==> src/rtl/module_keypad_scan.sv <==
// 4x4 active-low matrix keypad scanner with press/release debounce.
// Emits one single-cycle 'tecla' strobe plus a 4-bit key code per physical press.
// Optional build macro KEYPAD_DIGIT_FILTER_EN: only keys 0-9 produce a strobe.
module module_keypad_scan #(
  parameter int unsigned SCAN_DIV        = 1000,
  parameter int unsigned DEBOUNCE_CYCLES = 50000
) (
  input  logic       clk,
  input  logic       rst,
  input  logic [3:0] row_n,
  output logic [3:0] col_n,
  output logic       tecla,
  output logic [3:0] key_code,
  output logic       key_down
);

  localparam int unsigned CntMax = (SCAN_DIV > DEBOUNCE_CYCLES) ? SCAN_DIV : DEBOUNCE_CYCLES;
  localparam int unsigned CntW   = $clog2(CntMax + 1);

  localparam logic [CntW-1:0] ScanLast = CntW'(SCAN_DIV - 1);
  // Press needs DEBOUNCE_CYCLES+1 equal samples so tecla lands DEBOUNCE_CYCLES+1 after entry.
  localparam logic [CntW-1:0] PressLast = CntW'(DEBOUNCE_CYCLES);
  localparam logic [CntW-1:0] RelLast   = CntW'(DEBOUNCE_CYCLES - 1);
  localparam logic [3:0]      ColFirst  = 4'b1110;

  typedef enum logic [2:0] {
    StScan     = 3'd0,
    StDebounce = 3'd1,
    StStrobe   = 3'd2,
    StWaitRel  = 3'd3,
    StRelDb    = 3'd4
  } state_e;

  state_e          state_q, state_d;
  logic [CntW-1:0] cnt_q, cnt_d;
  logic [3:0]      col_q, col_d;
  logic [3:0]      pat_q, pat_d;
  logic            tecla_q, tecla_d;
  logic [3:0]      code_q, code_d;
  logic            down_q, down_d;
  logic [3:0]      row_meta_q, rows_s;
  logic [3:0]      col_rot;
  logic [3:0]      code_new;

  // Map latched row pattern and active column to a key code; lowest low row wins.
  function automatic logic [3:0] key_lookup(input logic [3:0] pat, input logic [3:0] col);
    logic [1:0] r;
    logic [1:0] c;
    logic [3:0] code;
    r = 2'd3;
    c = 2'd0;
    for (int i = 3; i >= 0; i--) begin
      if (!pat[i]) r = 2'(i);
    end
    for (int i = 3; i >= 0; i--) begin
      if (!col[i]) c = 2'(i);
    end
    case ({r, c})
      4'b00_00: code = 4'h1;
      4'b00_01: code = 4'h2;
      4'b00_10: code = 4'h3;
      4'b00_11: code = 4'hA;
      4'b01_00: code = 4'h4;
      4'b01_01: code = 4'h5;
      4'b01_10: code = 4'h6;
      4'b01_11: code = 4'hB;
      4'b10_00: code = 4'h7;
      4'b10_01: code = 4'h8;
      4'b10_10: code = 4'h9;
      4'b10_11: code = 4'hC;
      4'b11_00: code = 4'hE;
      4'b11_01: code = 4'h0;
      4'b11_10: code = 4'hF;
      default:  code = 4'hD;
    endcase
    return code;
  endfunction

  assign col_rot  = {col_q[2:0], col_q[3]};
  assign code_new = key_lookup(pat_q, col_q);

  // Two-flop synchroniser for the asynchronous row inputs.
  always_ff @(posedge clk or negedge rst) begin
    if (!rst) begin
      row_meta_q <= 4'hF;
      rows_s     <= 4'hF;
    end else begin
      row_meta_q <= row_n;
      rows_s     <= row_meta_q;
    end
  end

  // State, counter and registered outputs.
  always_ff @(posedge clk or negedge rst) begin
    if (!rst) begin
      state_q <= StScan;
      cnt_q   <= '0;
      col_q   <= ColFirst;
      pat_q   <= 4'hF;
      tecla_q <= 1'b0;
      code_q  <= 4'h0;
      down_q  <= 1'b0;
    end else begin
      state_q <= state_d;
      cnt_q   <= cnt_d;
      col_q   <= col_d;
      pat_q   <= pat_d;
      tecla_q <= tecla_d;
      code_q  <= code_d;
      down_q  <= down_d;
    end
  end

  // Next-state and next-output logic.
  always_comb begin
    state_d = state_q;
    cnt_d   = cnt_q + CntW'(1);
    col_d   = col_q;
    pat_d   = pat_q;
    tecla_d = 1'b0;
    code_d  = code_q;
    down_d  = down_q;
    unique case (state_q)
      StScan: begin
        if (cnt_q == ScanLast) begin
          cnt_d = '0;
          if (rows_s == 4'hF) begin
            col_d = col_rot;
          end else begin
            pat_d   = rows_s;
            state_d = StDebounce;
          end
        end
      end
      StDebounce: begin
        if (rows_s != pat_q) begin
          state_d = StScan;
          cnt_d   = '0;
          col_d   = col_rot;
        end else if (cnt_q == PressLast) begin
          cnt_d = '0;
`ifdef KEYPAD_DIGIT_FILTER_EN
          if (code_new <= 4'h9) begin
            state_d = StStrobe;
            tecla_d = 1'b1;
            code_d  = code_new;
            down_d  = 1'b1;
          end else begin
            // Letter keys still wait for release so they cannot be re-detected.
            state_d = StWaitRel;
          end
`else
          state_d = StStrobe;
          tecla_d = 1'b1;
          code_d  = code_new;
          down_d  = 1'b1;
`endif
        end
      end
      StStrobe: begin
        state_d = StWaitRel;
        cnt_d   = '0;
      end
      StWaitRel: begin
        cnt_d = '0;
        if (rows_s == 4'hF) state_d = StRelDb;
      end
      StRelDb: begin
        if (rows_s != 4'hF) begin
          state_d = StWaitRel;
          cnt_d   = '0;
        end else if (cnt_q == RelLast) begin
          state_d = StScan;
          cnt_d   = '0;
          down_d  = 1'b0;
          col_d   = col_rot;
        end
      end
      default: begin
        state_d = StScan;
        cnt_d   = '0;
        col_d   = ColFirst;
        down_d  = 1'b0;
      end
    endcase
  end

  assign col_n    = col_q;
  assign tecla    = tecla_q;
  assign key_code = code_q;
  assign key_down = down_q;

endmodule

==> config.mk <==
export PLATFORM = sky130hd
export DESIGN_NAME = module_keypad_scan
export DESIGN_NICKNAME = d
export VERILOG_FILES = /design/src/rtl/module_keypad_scan.sv
export SDC_FILE = /design/constraint.sdc
export NUM_CORES = 1
export LEC_CHECK = 0
export ABC_AREA = 1
export BUFFER_PORTS_ARGS = -buffer_cell sky130_fd_sc_hd__buf_2
export CAP_MARGIN = 15
export CORE_UTILIZATION = 50
export CTS_CLUSTER_SIZE = 8
export DETAILED_ROUTE_END_ITERATION = 10
export GPL_TIMING_DRIVEN = 0
export PLACE_DENSITY = 0.68
export RECOVER_POWER = 25
export SLEW_MARGIN = 25
export SYNTH_ARGS = -nofsm -noshare
export SYNTH_HDL_FRONTEND = slang
export SYNTH_SLANG_ARGS = --single-unit
==> constraint.sdc <==
create_clock -name clk -period 2.8 [get_ports clk]
set_input_delay 0.14 -clock clk [delete_from_list [all_inputs] [get_ports clk]]
set_output_delay 0.14 -clock clk [all_outputs]
set_load 0.005 [all_outputs]
---- Yosys cells after proc, flatten, opt, wreduce, memory -nomap -nowiden ----
Memory sizes are Yosys's and may differ from the RTL's. A register that Yosys moved wholly into a read port is not among the register bits.
Index checks and enable logic that the tools add are counted.
operators by class
  eq/ne operators ......................... 21
  bitwise logic cells ..................... 4
  add/sub/neg operators ................... 1
  mux-type cells .......................... 35
  reductions and logical operators ........ 9
operators with widths
  kind                                              count
  2-to-1 mux 16 bit                                 5
  case mux 16 bit (3 select lines)                  1
  == test 16 bit (second input constant)            2
  2-to-1 mux 3 bit                                  7
  2-to-1 mux 4 bit                                  5
  inequality test 2 bit (second input constant)     9
  adder 16 x 1 -> 16 bit (second input constant)    1
  == test 16 x 10 -> 1 bit (second input constant)  1
  case mux 4 bit (4 select lines)                   1
  case mux 3 bit (5 select lines)                   1
  2-to-1 mux 2 bit                                  6
  AND reduction 5 bit                               2
  2-to-1 mux 1 bit                                  8
  == test 3 x 2 -> 1 bit (second input constant)    2
  inequality test 3 bit (second input constant)     2
  AND reduction 3 bit                               2
  AND reduction 6 bit                               1
  == test 4 bit (second input constant)             1
  inequality test 4 bit                             1
  inequality test 4 bit (second input constant)     1
  inverter 1 bit                                    4
  == test 3 x 1 -> 1 bit (second input constant)    1
  == test 3 bit (second input constant)             1
  zero test 3 bit                                   1
  other kinds (4)                                   4
storage, ports and cells
  logic and storage cells ................. 79
  input bits .............................. 6
  output and inout bits ................... 10
  memory bits (read-only) ................. 64
  memories kept ........................... 1
  bits in registers ....................... 37
memory list
  name             words  bits a word  rd ports  clocked after memory_dff  write ports  RTL line  RTL
  (no name shown)  16     4            1         1                         0            58        case ({r, c})

---- Depth between registers and ports, before layout ----
  depth in word-level cells ............... 4
  depth in mapped cells ................... 11
  gate-level depth less buffers ........... 11

---- Least setup slack after synthesis ----
OpenSTA, ideal clock, no wires.
  path kind ............................... register -> register
  start point ............................. reg col_q[1], in the netlist col_n[1]
  end point ............................... reg code_q[2], in the netlist key_code[2]
  cell stages (with the launch flop) ...... 9
  setup slack ............................. 1171 ps
  setup time .............................. 65 ps
  period minus slack after synthesis ...... 1629 ps
  path buffers ............................ 0
  data required time ...................... 2735 ps
  data arrival time ....................... 1564 ps
  cell sequence ........................... dfstp_2 > inv_1 > o21ai_0 > ha_1 > o21ai_0 > nand2_1 > o31ai_1 > nand2_1 > nand2_1
on the way
  longest elaborated chain between the ends .. 2
ends and longest elaborated chain
  element                        RTL line  RTL
  from (decl)                    36        logic [3:0] col_q, col_d;
  from (signal assigned)         98        col_q <= ColFirst;
  from (signal assigned)         106       col_q <= col_d;
  2-to-1 mux 2 bit (2 in a row)  56        if (!col[i]) c = 2'(i);
  to (decl)                      39        logic [3:0] code_q, code_d;
No other way between the ends.
A chain may end at the register's enable or synchronous reset.

---- Final worst setup path ----
Ends and elaborated chain as after synthesis.

==> metrics.txt <==
status finished, final reports clean; Netlist cell types 25; reg2reg end key_code[2]; crit path capture type flop; register bit total from synthesis 41; IO Count 16; drt wl/cell 10.76 um; Worst R2R Path Depth 7; flop-to-flop setup slack 1.00 ns; maximum VDD drop 0.3064 mV; CTS Sinks 41; WHS Endpoint rows_s[2]; commonest non-fill, non-tap cell in the layout nand2_1; hold depth 0; maximum clock rate 556.4 MHz; # DRC 0; CTS clk-pin slew, worst paths 0.08 ns; proportion of layout cells with a drive suffix above 1 0.2019; core area 4354 um2; worst reg2reg startpoint col_n[1]; setup bufs post-CTS 0; Final Power 1.110 mW; Final min period 1.797 ns; Startpoint Class flop; vias in the first global route 1658; largest net degree at the start of global routing 42; initial antenna violation count 0; final core occ 0.5874; commonest cells after routing, fill and taps aside nand2_1, inv_1, nor2_1; Hold Buf Count CTS 5; grt ovf 0; Avg Inst Size Synth 7.806 um2; Die Ht 69.17 um; Arrival @ worst endpoint 2.04 ns; Setup Skew 0.005621 ns; Placer Congestion 0.8251; CTS Buffer Depth 2; worst slew pin tran 0.8841 ns; row count 24; HP Class flop to flop; Pleak 1.262 nW; Max FO, Critical Path 5; # resized after CTS 0; Worst EP required 3.04 ns; Final Hold Fails 0; HP Start row_meta_q[2]; H-Tree Level Count 2; setup_tns 0 ns; Nets 328; sequential share of the synthesized area 0.4631; HPWL after DPL 2.916 mm; CTS Buf Count 5; via/cell ratio 4.878; drt pass-1 iters 4; Gate Count Post-Synth 289; die area 4784 um2; Crit Path Class flop to flop; first-pass GRT wire length 6.996 mm; clk_lat worst skew 0.29 ns; antenna cells 0; fin crit share 0.6419; # setup viols final 0; Rel. slew slack 0.4106; Mapped Area 2256 um2; YS warnings 0; Routed Antenna Nets 0; Die X 69.17 um; Tot GR Track Use 0.1821; RSZ-0062 raised after global routing no; synthesis-to-finish area growth 13.37%; MaxCap Viol Count 0; Final Max Tran Viols 0; DR iter-0 viols 75; syn nets 301; initial core utilization 0.5181; Power per Cell Area 434.0 nW/um2; CTS tree done; CTS root buf clkbuf_8; drt total wl 3.971 mm; Port Buf Inserts 15; DR vias 1800
[cell families after synthesis]
logic type                 share of synthesized area
and+or+nand+nor                               0.3339
DFF                                           0.4631
buffers and inverters                        0.06988
AOI/OAI and AO/OA                            0.06490
xor gates and xnor gates                     0.03494
adders and majority gates                    0.03328
[metrics by stage]
step                hold slack, ns  cell area, um2  cells  worst slack, ns
floorplan                  -0.1556            2256    289            1.171
global placement            0.2455            2396    356           0.9979
detailed placement          0.2462            2396    356            1.009
CTS                         0.3591            2561    369           0.9814
global route                0.3621            2557    369           0.8091
finish                      0.3585            2557    369            1.003
[per-layer routing]
layer  vias to the layer above  global-route usage  share of wire
li1                        951                   -              -
met1                       823              0.2185           0.48
met2                        19              0.3085           0.48
met3                         7             0.04651          0.026
met4                         0             0.07937          0.015
met5                         -                   0              0
[worst max path at each step]
stage,depth (start not counted),end,start
final,7,key_code[2],col_n[1]
after global routing,9,cnt_q[12],cnt_q[0]
after CTS,8,key_code[2],col_n[1]
after detailed placement,7,key_code[2],col_n[1]
after global placement,8,key_code[2],col_n[1]
after floorplan,8,key_code[2],col_n[1]
[report_power, final]
part,internal (mW),switching [mW],total [mW]
Clock,0.267,0.208,0.474
Combinational,0.0105,0.0183,0.0288
Sequential,0.603,0.00390,0.607
Total,0.880,0.230,1.11
[sequential cells by signal (all words and copies together), names as in the netlist]
signal	flops
pat_q	4
key_code	4
row_meta_q	4
col_n	4
cnt_q	16
rows_s	4
state_q	3
key_down	1
tecla	1
[critical path, cell delays in order, from the launching register on]
cell and delay [ns]:
dfstp_2 0.57, inv_1 0.06, o21ai_0 0.37, inv_1 0.17, ha_1 0.22, o31ai_1 0.23, nand2_1 0.08, nand2_1 0.06
[cell type report]
type	count	area, um2
timing repair buffer	20	121.4
sequential	41	1045
clock inverter	3	46.29
multi-input combinational	209	1054
buffer	1	15.01
tap	52	65.06
inverter	38	142.6
fill	419	1797
clock buffer	5	68.82
[cell usage after synthesis]
cell type   n  area share
a21boi_0    1      0.0033
a21oi_1     8       0.018
buf_8       1      0.0067
dfrtp_1    26        0.29
dfstp_2    15        0.17
ha_1        6       0.033
inv_1      37       0.062
inv_2       1      0.0017
nand2_1    79        0.13
nand2_2     5       0.014
nand3_1    20       0.044
nand3_2     1      0.0044
nand3b_1    2      0.0067
nand4_1     4       0.011
nor2_1     32       0.053
nor2_2     18       0.050
nor2_4      2       0.010
nor3_1      4      0.0089
o21a_1      1      0.0033
o21ai_0    14       0.031
o21ai_1     1      0.0022
o21ai_2     1      0.0039
o31ai_1     1      0.0033
xnor2_1     2      0.0078
xor2_1      7       0.027
Note: power is estimated with default switching activity, not from simulation.
